**config.mk**
```make
export PLATFORM = sky130hd
export DESIGN_NAME = phase_step_write_scheduler
export DESIGN_NICKNAME = d
export VERILOG_FILES = /design/src/rtl/phase_step_write_scheduler.sv
export SDC_FILE = /design/constraint.sdc
export NUM_CORES = 1
export LEC_CHECK = 0
export ABC_AREA = 1
export CELL_PAD_IN_SITES_DETAIL_PLACEMENT = 0
export CELL_PAD_IN_SITES_GLOBAL_PLACEMENT = 2
export CORE_UTILIZATION = 24
export DETAILED_ROUTE_END_ITERATION = 10
export HOLD_SLACK_MARGIN = 0.06
export PLACE_DENSITY = 0.79
export SETUP_SLACK_MARGIN = 0.2
export SYNTH_ARGS = -nofsm -noshare
export SYNTH_HDL_FRONTEND = slang
export SYNTH_SLANG_ARGS = --single-unit
```
**constraint.sdc**
```tcl
create_clock -name i_Clock -period 1.5 [get_ports i_Clock]
set_input_delay 0.225 -clock i_Clock [delete_from_list [all_inputs] [get_ports i_Clock]]
set_output_delay 0.225 -clock i_Clock [all_outputs]
set_load 0.02 [all_outputs]
```
**src/rtl/phase_step_write_scheduler.sv**
```systemverilog
// rtl/phase_step_write_scheduler.sv - operator sequencer with tear-free two-lane phase step writes
//
// Presents one voice operator ID per clock to the phase accumulation stage and
// splits each accepted 16-bit phase step write into a high-byte and a low-byte
// config write. The low-byte write is never issued while its target operator is
// being presented, so the stage never reads a half-updated step.
//
// Ports:
//   i_Clock                       system clock
//   i_Reset_n                     synchronous active-low reset
//   i_ConfigValid / o_ConfigReady write request handshake
//   i_ConfigAddr / i_ConfigData   target operator and 16-bit phase step
//   o_VoiceOperator               operator presented to the stage this cycle
//   o_SampleTick                  high while the last operator of the frame is presented
//   o_PhaseStepConfigWriteEnable  lane enables: [0] = bits 15:8, [1] = bits 7:0
//   o_PhaseStepConfigWriteAddr    config write address
//   o_PhaseStepConfigWriteData    config write byte
//   o_Busy                        a write is pending or in flight
module phase_step_write_scheduler #(
    parameter int NUM_VOICE_OPERATORS = 256,
    parameter int ID_WIDTH            = $clog2(NUM_VOICE_OPERATORS)
) (
    input  logic                i_Clock,
    input  logic                i_Reset_n,
    input  logic                i_ConfigValid,
    output logic                o_ConfigReady,
    input  logic [ID_WIDTH-1:0] i_ConfigAddr,
    input  logic [15:0]         i_ConfigData,
    output logic [ID_WIDTH-1:0] o_VoiceOperator,
    output logic                o_SampleTick,
    output logic [1:0]          o_PhaseStepConfigWriteEnable,
    output logic [ID_WIDTH-1:0] o_PhaseStepConfigWriteAddr,
    output logic [7:0]          o_PhaseStepConfigWriteData,
    output logic                o_Busy
);
    localparam logic [ID_WIDTH-1:0] LAST_ID = ID_WIDTH'(NUM_VOICE_OPERATORS - 1);
    localparam logic [ID_WIDTH:0]   NUM_OPS = (ID_WIDTH + 1)'(NUM_VOICE_OPERATORS);

    typedef enum logic [1:0] {
        ST_IDLE,
        ST_WAIT,
        ST_HI,
        ST_LO
    } state_t;

    state_t              state;
    state_t              next_state;

    logic [ID_WIDTH-1:0] req_addr;
    logic [15:0]         req_data;
    logic                accept;
    logic [ID_WIDTH-1:0] next_voice;
    logic [ID_WIDTH:0]   lo_sum;
    logic [ID_WIDTH-1:0] lo_voice;
    logic                lo_collides;

    logic                ready_d;
    logic                busy_d;
    logic [1:0]          we_d;
    logic [ID_WIDTH-1:0] addr_d;
    logic [7:0]          data_d;

    assign accept     = (state == ST_IDLE) && i_ConfigValid && o_ConfigReady;
    assign next_voice = (o_VoiceOperator == LAST_ID) ? '0 : o_VoiceOperator + ID_WIDTH'(1);

    // If HI were issued at the next edge, LO would be presented alongside the
    // operator two ahead of the current one. Wrap is done by a single
    // conditional subtract so non-power-of-two frame sizes work.
    assign lo_sum      = {1'b0, o_VoiceOperator} + (ID_WIDTH + 1)'(2);
    assign lo_voice    = (lo_sum >= NUM_OPS) ? ID_WIDTH'(lo_sum - NUM_OPS) : lo_sum[ID_WIDTH-1:0];
    assign lo_collides = (lo_voice == req_addr);

    // State and registered outputs
    always_ff @(posedge i_Clock) begin
        if (!i_Reset_n) begin
            state                        <= ST_IDLE;
            req_addr                     <= '0;
            req_data                     <= '0;
            o_VoiceOperator              <= '0;
            o_SampleTick                 <= 1'b0;
            o_ConfigReady                <= 1'b0;
            o_Busy                       <= 1'b0;
            o_PhaseStepConfigWriteEnable <= 2'b00;
            o_PhaseStepConfigWriteAddr   <= '0;
            o_PhaseStepConfigWriteData   <= '0;
        end else begin
            state                        <= next_state;
            o_VoiceOperator              <= next_voice;
            o_SampleTick                 <= (next_voice == LAST_ID);
            o_ConfigReady                <= ready_d;
            o_Busy                       <= busy_d;
            o_PhaseStepConfigWriteEnable <= we_d;
            o_PhaseStepConfigWriteAddr   <= addr_d;
            o_PhaseStepConfigWriteData   <= data_d;
            if (accept) begin
                req_addr <= i_ConfigAddr;
                req_data <= i_ConfigData;
            end
        end
    end

    // Next state
    always_comb begin
        next_state = state;
        case (state)
            ST_IDLE: if (accept) next_state = ST_WAIT;
            ST_WAIT: if (!lo_collides) next_state = ST_HI;
            ST_HI:   next_state = ST_LO;
            ST_LO:   next_state = ST_IDLE;
            default: next_state = ST_IDLE;
        endcase
    end

    // Outputs are decoded from the next state so they line up with it once registered
    always_comb begin
        ready_d = (next_state == ST_IDLE);
        busy_d  = (next_state != ST_IDLE);
        we_d    = 2'b00;
        addr_d  = o_PhaseStepConfigWriteAddr;
        data_d  = o_PhaseStepConfigWriteData;
        case (next_state)
            ST_HI: begin
                we_d   = 2'b01;
                addr_d = req_addr;
                data_d = req_data[15:8];
            end
            ST_LO: begin
                we_d   = 2'b10;
                addr_d = req_addr;
                data_d = req_data[7:0];
            end
            default: ;
        endcase
    end

endmodule

```
==> flow_summary.json, run 1 <==
{
  "drt_wl_total_mm": 7.09,
  "synth_nets": 381,
  "drive_gt1_frac": 0.297,
  "die_area_sq_um": 10700,
  "async_reset_ff_frac": 0,
  "place_ws_ns": -0.194,
  "path_cells": "ha_4 > nand2_2 > nor2_4 > nand2_1 > nand2_2 > nand2_1 > nand2_1 > nor2_2 > nand2_2 > nand2_4 > clkbuf_16 > a21oi_1 > nor2_1",
  "die_h_microns": 103,
  "path_max_fanout": 10,
  "rows": 36,
  "final.fill_count": 1021,
  "synth.most_common_cell": "nor2_1",
  "synth_area_sq_um": 2460,
  "final_max_slew_viol_count": 0,
  "syn_area_per_cell_sq_um": 7.01,
  "numCtsBuffers": 5,
  "synth_edf_count": 0,
  "grt_usage": 0.128,
  "muxShareOfSynthArea": 0,
  "hold_path_end": "req_data[2]",
  "cap_viol_max_count": 0,
  "antenna_found_initial": 0,
  "initial_core_util": 0.249,
  "rsz0062_at_grt": "true",
  "io_pins": 56,
  "worstSetupEndpointType": "flip-flop",
  "synth_top_area_frac": 0.448,
  "ys_ff_latch": 55,
  "dr.first_iter.drc_count": 56,
  "ff2ff_path_depth": 13,
  "drtAntennaViolNets": 0,
  "antenna_cells": 0,
  "drtPass1Iterations": 4,
  "clkTransAtPathRegs_ns": 0.10,
  "use_met3": 0.0208,
  "yosys.area.top_type": "dfxtp_1",
  "use_met2": 0.190,
  "grt_max_degree": 39,
  "ir_drop_mv": 0.406,
  "cts_sinks": 55,
  "vias_per_cell": 4.13,
  "cts_tree": "yes",
  "synth_compound_area_frac": 0.143,
  "clock_path_buffers": 2,
  "insertion_delay_ns": 0.30,
  "ys_dominant_reg_cell": "dfxtp_1",
  "crit_path_top_delay_cell": "dfxtp_4",
  "hold_viol_final": 0,
  "htree_levels": 2,
  "max_freq_mhz": 586,
  "start_kind": "flip-flop",
  "instances_no_fill": 570,
  "ys_seq_area_frac": 0.448,
  "hold_depth": 2,
  "top_usage_layer": "met2",
  "cp.arrival_ns": 1.91,
  "dp.cells": 550,
  "syn_to_final_growth_pct": 59.8,
  "ctsRootBufferMaster": "clkbuf_8",
  "criticalPathCategory": "flip-flop to flip-flop",
  "coreArea_sq_um": 9860,
  "die_w_microns": 103,
  "nets": 466,
  "period_needed_ns": 1.71,
  "yosys.area_share.simple": 0.259,
  "seq_area_sq_um": 1130,
  "drc": 0,
  "setup_ws_ns": -0.205,
  "power.leakage_nw": 1.75,
  "rrSetupSlack_ns": -0.21,
  "synth_cells": 351,
  "regToRegEndpoint": "o_PhaseStepConfigWriteData[6]",
  "setup_violations": 19,
  "violations": "negative setup slack",
  "vias": 2355,
  "hold_path_class": "flip-flop to flip-flop",
  "slew_headroom": 0.775,
  "yosys_warnings": 0,
  "gr-total-overflow": 0,
  "slowest_delay_ns": 0.38,
  "synth_fa_ha_area_frac": 0.0153,
  "detailed_place_hpwl_mm": 4.63,
  "synth-xor-area-share": 0.0249,
  "timing.rr.start": "o_VoiceOperator[2]",
  "synth_top_family_by_area": "simple AND/OR/NAND/NOR gates",
  "place.gp.congestion": 0.793,
  "cp.required_ns": 1.70,
  "io_buffers": 55,
  "met1_usage": 0.189,
  "post_drt_wl_per_cell_microns": 12.4,
  "period_share": 1.14,
  "tightest_slew_ns": 0.337,
  "status": "finished, violations left",
  "grt_pass1_wl_mm": 10.6,
  "synth_cell_types": 26,
  "synth.top_cells.by_area": "dfxtp_1, nor2_1, nand2_1",
  "fin_skew_ns": 0.0123,
  "multi_input_area_sq_um": 1370,
  "yosys-top-cells-count": "nor2_1, dfxtp_1, nand2_1, inv_1, o21ai_0",
  "grt_pass1_vias": 2229,
  "hold_path_startpoint": "req_data[2]",
  "powerDensity_nw_per_um2": 1060
}
flip-flops by register name (all words and copies together) (netlist names):
register and count:
req_addr 8, o_ConfigReady 1, o_Busy 1, o_SampleTick 1, o_PhaseStepConfigWriteData 8, o_VoiceOperator 8, state 2, o_PhaseStepConfigWriteAddr 8
req_data 16, o_PhaseStepConfigWriteEnable 2
placed cells by master, fill, tap and decap left out, drive strengths merged, types with 3 or more instances in the layout:
master,n
nor2,62
o21ai,38
dlygate4sd2,21
a21oi,31
xor2,3
ha,3
nand3,26
xnor2,4
clkbuf,10
buf,46
dfxtp,55
clkdlybuf4s50,26
inv,43
nand2,58
metal layers:
metal | part of all wire | vias up
met4 | 0.0068 | 0
met5 | 0 | -
met2 | 0.46 | 38
met3 | 0.034 | 2
li1 | - | 1273
met1 | 0.50 | 1042
per-stage QoR:
| stage | hold slack [ns] | util | TNS [ns] | instance area [sq um] | power [mW] |
|---|---|---|---|---|---|
| 2_1_floorplan | 0.392 | - | -1.63 | 2500 | 2.59 |
| 3_3_place_gp | 0.432 | 0.345 | -3.02 | 3410 | 3.13 |
| 3_5_place_dp | 0.438 | 0.345 | -3.13 | 3410 | 3.15 |
| 4_1_cts | 0.454 | 0.358 | -3.41 | 3530 | 3.95 |
| 5_1_grt | 0.486 | 0.399 | -5.76 | 3930 | 4.48 |
| 6_report | 0.466 | 0.399 | -3.01 | 3930 | 4.15 |
critical path, delay by kind of cell, from the launching register on:
family / cells / cell delay (ns)
buffers and inverters: 1 / 0.19
AOI/OAI and AO/OA: 1 / 0.16
DFF: 1 / 0.38
and+or+nand+nor: 10 / 0.72
adders and majority gates: 1 / 0.15
area by class of cell:
type	instances	area share
clock buffers	6	0.0210
clock inverters	2	0.00414
inverters	44	0.0420
multi-input cells	232	0.349
flip-flops and latches	55	0.287
well taps	133	0.0423
repair buffers	98	0.254
report_power, final:
group | switching, mW | internal (mW) | leakage, nW
clock | 0.485 | 0.378 | 0.0474
sequential | 0.114 | 1.67 | 0.457
combinational | 0.807 | 0.700 | 1.25
total | 1.41 | 2.75 | 1.75
cells by family (layout without fill, tap and decap cells):
| kind of cell | Yosys count | after routing |
|---|---|---|
| flops | 55 | 55 |
| simple gates | 152 | 152 |
| fa+ha+maj | 3 | 3 |
| compound gates | 70 | 70 |
| xor+xnor | 7 | 7 |
| buf+inv | 64 | 150 |
what timing repair did:
action | CTS | global route
pin swaps | 2 | 18
cloned | 0 | 5
hold buffers | 0 | 0
setup buffers | 1 | 6
resized for setup | 65 | 92
setup endpoints to repair | 54 | 38
how the worst max path moves through the flow:
stage	end	cells past startpoint	slack [ns]	startpoint
after floorplan	o_PhaseStepConfigWriteData[2]	14	-0.11	o_VoiceOperator[2]
after global placement	o_PhaseStepConfigWriteData[3]	14	-0.19	o_VoiceOperator[2]
after detailed placement	o_PhaseStepConfigWriteData[0]	11	-0.19	o_VoiceOperator[1]
after CTS	o_PhaseStepConfigWriteData[6]	14	-0.21	o_VoiceOperator[2]
after global routing	o_PhaseStepConfigWriteData[6]	14	-0.35	o_VoiceOperator[2]
final	o_PhaseStepConfigWriteData[6]	13	-0.21	o_VoiceOperator[2]
Power figures use the tool's default switching activity.
==> run 2, diff against run 1 <==
Settings changed: CORE_UTILIZATION 24 to 25, CTS_BUF_LIST set to sky130_fd_sc_hd__clkbuf_8, PLACE_DENSITY 0.79 to 0.82, TNS_END_PERCENT set to 30.
==> run 2 against run 1 <==
  * The flow still finishes with violations (negative setup slack)
  * Critical path depth stayed put
  * First-iteration DRC count is 25% higher
  * Sequential share of layout area is 2.7 points higher
  * Flip-flop and latch count stayed put
  * Hold slack worse by 0.019 ns
  * Combinational power fell by 12%
  * Fmax is 0.75% lower
  * Critical path type unchanged
  * Critical endpoint is now o_PhaseStepConfigWriteData[5]
  * Highest routed layer unchanged
==> flow_summary.json, run 2 (synthesis gave the netlist of run 1 again) <==
{
  "die_area_sq_um": 10200,
  "die_h_microns": 101,
  "start_kind": "flip-flop",
  "cts_tree": "yes",
  "io_buffers": 55,
  "criticalPathCategory": "flip-flop to flip-flop",
  "layout_common_cells": "nand2_1, nor2_1, dfxtp_1",
  "die_w_microns": 101,
  "design_area_sq_um": 3580,
  "hold_path_class": "flip-flop to flip-flop",
  "fin_skew_ns": 0.00986,
  "cp.required_ns": 1.72,
  "period_needed_ns": 1.72,
  "cap_viol_max_count": 0,
  "drtAntennaViolNets": 0,
  "ir_drop_mv": 0.409,
  "cts_sinks": 55,
  "power.leakage_nw": 1.64,
  "detailed_place_hpwl_mm": 4.64,
  "rrSetupSlack_ns": -0.22,
  "rows": 35,
  "wl_met3_microns": 260,
  "path_cells": "ha_4 > nand2_1 > nand2_1 > nand3_1 > nor2_1 > nand2_1 > nor2_2 > nand2_2 > nand2_4 > clkbuf_16 > nand3_1 > nand2_1 > nor2_1",
  "drive_gt1_frac": 0.193,
  "vias_per_cell": 4.16,
  "drc": 0,
  "drt_wl_total_mm": 6.40,
  "max_freq_mhz": 582,
  "antenna_found_initial": 0,
  "instances_no_fill": 559,
  "post_drt_wl_per_cell_microns": 11.5,
  "route.met2.wl_mm": 2.78,
  "grt_pass1_vias": 2122,
  "rsz0062_at_grt": "true",
  "dp.cells": 548,
  "powerDensity_nw_per_um2": 1110,
  "final.fill_count": 1016,
  "antenna_cells": 0,
  "clkTransAtPathRegs_ns": 0.11,
  "setup_violations": 20,
  "hold_depth": 2,
  "hold_path_end": "req_data[6]",
  "hold_viol_final": 0,
  "dr.first_iter.drc_count": 70,
  "syn_to_final_growth_pct": 45.6,
  "path_common_cell": "nand2_1",
  "io_pins": 56,
  "timing.rr.start": "o_VoiceOperator[1]",
  "top_register": "req_data",
  "grt_pass1_wl_mm": 10.2,
  "ff2ff_path_depth": 13,
  "place.gp.congestion": 0.784,
  "ctsRootBufferMaster": "clkbuf_8",
  "crit_path_top_delay_cell": "dfxtp_4",
  "period_share": 1.15,
  "tightest_slew_ns": 0.303,
  "grt_max_degree": 39,
  "multi_input_area_sq_um": 1170,
  "top_layer": "met4",
  "htree_levels": 2,
  "final_common_cell": "nand2_1",
  "cp.arrival_ns": 1.94,
  "path_max_fanout": 11,
  "initial_core_util": 0.262,
  "violations": "negative setup slack",
  "insertion_delay_ns": 0.32,
  "drtPass1Iterations": 4,
  "numCtsBuffers": 5,
  "nets": 459,
  "dpl-instance-area_sq_um": 3420,
  "largest_register_ffs": 16,
  "slowest_delay_ns": 0.37,
  "gr-total-overflow": 0,
  "status": "finished, violations left",
  "vias": 2323,
  "seq_area_sq_um": 1130,
  "worstSetupEndpointType": "flip-flop",
  "coreArea_sq_um": 9370,
  "final_max_slew_viol_count": 0,
  "regToRegEndpoint": "o_PhaseStepConfigWriteData[5]",
  "clock_path_buffers": 2,
  "setup_ws_ns": -0.218,
  "drt-met1-wl_mm": 3.27,
  "grt_usage": 0.127,
  "hold_path_startpoint": "req_data[6]",
  "slew_headroom": 0.797
}
[run 2: cell count changes in the layout (fill, tap and decap cells not counted), sizes merged]
cell / before / now
buf: 46 / 42
clkbuf: 10 / 7
clkinvlp: 1 / 3
dlygate4sd2: 21 / 19
clkdlybuf4s15: 1 / 2
clkinv: 2 / 1
[run 2: what timing repair did]
item	4_1_cts	5_1_grt
pin swaps	10	14
setup endpoints to repair	64	45
gates cloned	0	1
gates resized for setup	57	23
hold buffers	0	0
buffers inserted	1	1
[run 2: final cells by class]
| type | instances | share of cell area |
|---|---|---|
| Clock inverter | 3 | 0.00664 |
| Timing Repair Buffer | 91 | 0.242 |
| Tap cell | 129 | 0.0451 |
| Inverter | 44 | 0.0472 |
| Multi-Input combinational cell | 232 | 0.326 |
| Sequential cell | 55 | 0.314 |
| Clock buffer | 5 | 0.0192 |
[run 2: per-layer routing]
metal | up-vias | track usage
met4 | 0 | 0.0435
met5 | - | 0
met3 | 6 | 0.0235
met2 | 44 | 0.189
li1 | 1262 | -
met1 | 1011 | 0.183
[run 2: how the worst max path moves through the flow]
stage                        from                             to  slack (ns)
6_report       o_VoiceOperator[1]  o_PhaseStepConfigWriteData[5]       -0.22
5_1_grt        o_VoiceOperator[1]  o_PhaseStepConfigWriteAddr[0]       -0.33
4_1_cts        o_VoiceOperator[1]  o_PhaseStepConfigWriteAddr[7]       -0.25
3_5_place_dp   o_VoiceOperator[1]  o_PhaseStepConfigWriteAddr[7]       -0.23
3_3_place_gp   o_VoiceOperator[1]  o_PhaseStepConfigWriteAddr[7]       -0.21
2_1_floorplan  o_VoiceOperator[2]  o_PhaseStepConfigWriteData[2]       -0.11
[run 2: worst max-delay path, delay by kind of cell, from the launching register on]
family / cells / cell delay (ns)
AND/OR/NAND/NOR: 11 / 0.82
flip-flops: 1 / 0.37
buffers and inverters: 1 / 0.17
adder cells (fa/ha/maj): 1 / 0.27
[run 2: report_power, final]
group          switching, mW  total, mW  internal [mW]
Sequential             0.118       1.78           1.67
Clock                  0.514      0.849          0.335
Combinational          0.721       1.33          0.612
Total                   1.35       3.97           2.61
[run 2: metrics by stage]
stage | power, mW | utilization | hold WS, ns | setup slack [ns] | setup TNS, ns
5_1_grt | 4.25 | 0.382 | 0.490 | -0.328 | -5.63
4_1_cts | 3.96 | 0.374 | 0.453 | -0.246 | -3.83
3_5_place_dp | 3.17 | 0.365 | 0.438 | -0.231 | -4.75
3_3_place_gp | 3.15 | 0.365 | 0.432 | -0.213 | -4.68
6_report | 3.97 | 0.382 | 0.448 | -0.218 | -3.32
2_1_floorplan | 2.59 | - | 0.392 | -0.115 | -1.73
==> run 3, diff against run 2 <==
Settings changed: CELL_PAD_IN_SITES_DETAIL_PLACEMENT 0 to unset, CELL_PAD_IN_SITES_GLOBAL_PLACEMENT 2 to unset, CORE_UTILIZATION 25 to 33, PLACE_DENSITY 0.82 to 0.64.
==> run 3 against run 2 <==
  * The run still ends with negative setup slack left
  * Non-clock buffer count rose by 11
  * Hold slack gained 0.0029 ns
  * First-iteration DRC count increased by 99%
  * Via count up 4.4%
  * Power increased by 3.0%
  * Design area increased by 5.2%
  * Core utilization is 14 points higher
  * Cell count decreased by 3.4%
  * Clock-buffer cell count unchanged
  * Critical endpoint is now o_PhaseStepConfigWriteAddr[3]
  * Highest routed layer unchanged
==> flow_summary.json, run 3 (synthesis gave the netlist of run 1 again) <==
{
  "vias": 2425,
  "die_h_microns": 88.3,
  "ctsRootBufferMaster": "clkbuf_8",
  "tightest_slew_ns": 0.466,
  "cts_tree": "yes",
  "io_buffers": 55,
  "slew_headroom": 0.688,
  "status": "finished, violations left",
  "io_pins": 56,
  "layout_common_cells": "nor2_1, dfxtp_1, nand2_1",
  "antenna_cells": 0,
  "period_needed_ns": 1.75,
  "fin_skew_ns": 0.0118,
  "hold_viol_final": 0,
  "powerDensity_nw_per_um2": 1090,
  "final.fill_count": 741,
  "htree_levels": 2,
  "postCtsSetupBuffers": 0,
  "clkTransAtPathRegs_ns": 0.10,
  "drtAntennaViolNets": 0,
  "setup_ws_ns": -0.246,
  "ir_drop_mv": 0.389,
  "top_register": "req_data",
  "criticalPathCategory": "flip-flop to flip-flop",
  "rows": 31,
  "drt_wl_total_mm": 6.04,
  "cts_sinks": 55,
  "insertion_delay_ns": 0.32,
  "start_kind": "flip-flop",
  "drc": 0,
  "initial_core_util": 0.341,
  "post_drt_wl_per_cell_microns": 11.2,
  "place.gp.congestion": 0.860,
  "grt_usage": 0.158,
  "nets": 470,
  "period_share": 1.16,
  "largest_register_ffs": 16,
  "drtPass1Iterations": 4,
  "die_area_sq_um": 7800,
  "drive_gt1_frac": 0.256,
  "die_w_microns": 88.3,
  "cap_viol_max_count": 0,
  "setup_violations": 18,
  "worstSetupEndpointType": "flip-flop",
  "dpl-instance-area_sq_um": 3470,
  "hold_path_class": "flip-flop to flip-flop",
  "clock_path_buffers": 2,
  "vias_per_cell": 4.49,
  "grt_pass1_vias": 2064,
  "grt_pass1_wl_mm": 9.46,
  "max_freq_mhz": 573,
  "dr.first_iter.drc_count": 139,
  "final_max_slew_viol_count": 0,
  "instances_no_fill": 540,
  "detailed_place_hpwl_mm": 4.36,
  "cp.required_ns": 1.71,
  "dp.cells": 528,
  "gr-total-overflow": 0,
  "design_area_sq_um": 3770,
  "rsz0062_at_grt": "true",
  "power.leakage_nw": 1.74,
  "violations": "negative setup slack",
  "coreArea_sq_um": 7210,
  "antenna_found_initial": 0,
  "numCtsBuffers": 5,
  "total_power_mw": 4.09,
  "path_max_fanout": 8,
  "cp.arrival_ns": 1.96,
  "syn_to_final_growth_pct": 53.1,
  "final_common_cell": "nor2_1",
  "grt_max_degree": 53,
  "final_util": 0.522
}
## run 3: layer usage
metal / part of all wire / vias to the layer above / track usage / routed length (microns)
met2: 0.45 / 47 / 0.234 / 2730
met1: 0.49 / 1089 / 0.225 / 2980
met3: 0.036 / 7 / 0.0345 / 215
met5: 0 / - / 0 / 0
met4: 0.019 / 0 / 0.0572 / 116
li1: - / 1282 / - / -
## run 3: metrics by stage
stage,hold slack [ns],TNS (ns),worst slack [ns]
4_1_cts,0.454,-2.52,-0.167
3_3_place_gp,0.432,-2.45,-0.158
6_report,0.451,-3.57,-0.246
3_5_place_dp,0.438,-2.79,-0.179
5_1_grt,0.474,-5.75,-0.352
2_1_floorplan,0.392,-1.73,-0.115
## run 3: cell type report
type | count | area, sq um | share of cell area
Clock inverter | 3 | 21.3 | 0.00565
Sequential cell | 55 | 1120 | 0.298
Inverter | 44 | 165 | 0.0439
Clock buffer | 5 | 68.8 | 0.0183
Timing Repair Buffer | 102 | 1000 | 0.267
Tap cell | 99 | 124 | 0.0329
Multi-Input combinational cell | 232 | 1260 | 0.334
## run 3: critical path, stage by stage, from the launching register on
cell       delay [ns]
dfxtp_4          0.37
ha_4             0.17
nand2_4          0.07
nor2_4           0.10
nand2_1          0.07
nand2_2          0.08
nand2_1          0.06
nand2_2          0.09
nor2_4           0.04
nand2_2          0.11
nand2_8          0.10
clkbuf_16        0.19
a21oi_1          0.14
nor2_1           0.06
## run 3: power breakdown
part           leakage (nW)  switching (mW)  internal (mW)  total, mW
clock network        0.0495           0.495          0.330      0.824
logic                  1.24           0.773          0.704       1.48
registers             0.455           0.117           1.67       1.78
## run 3: path summary, 6_finish.rpt
path | start | end | slack (ns) | cells past startpoint
worst max-delay path | o_VoiceOperator[2] | o_PhaseStepConfigWriteAddr[3] | -0.25 | 13
worst min-delay path | req_data[5] | req_data[5] | 0.45 | 2
worst max register to register | o_VoiceOperator[2] | o_PhaseStepConfigWriteAddr[3] | -0.25 | 13
worst min register to register | req_data[5] | req_data[5] | 0.45 | 2
## run 3: timing repair
item                                    4_1_cts  5_1_grt
hold buffers                                  0        0
gates resized for setup                      61       41
pin swaps                                     2       11
endpoints found under the setup margin       52       32
gates cloned                                  0        4
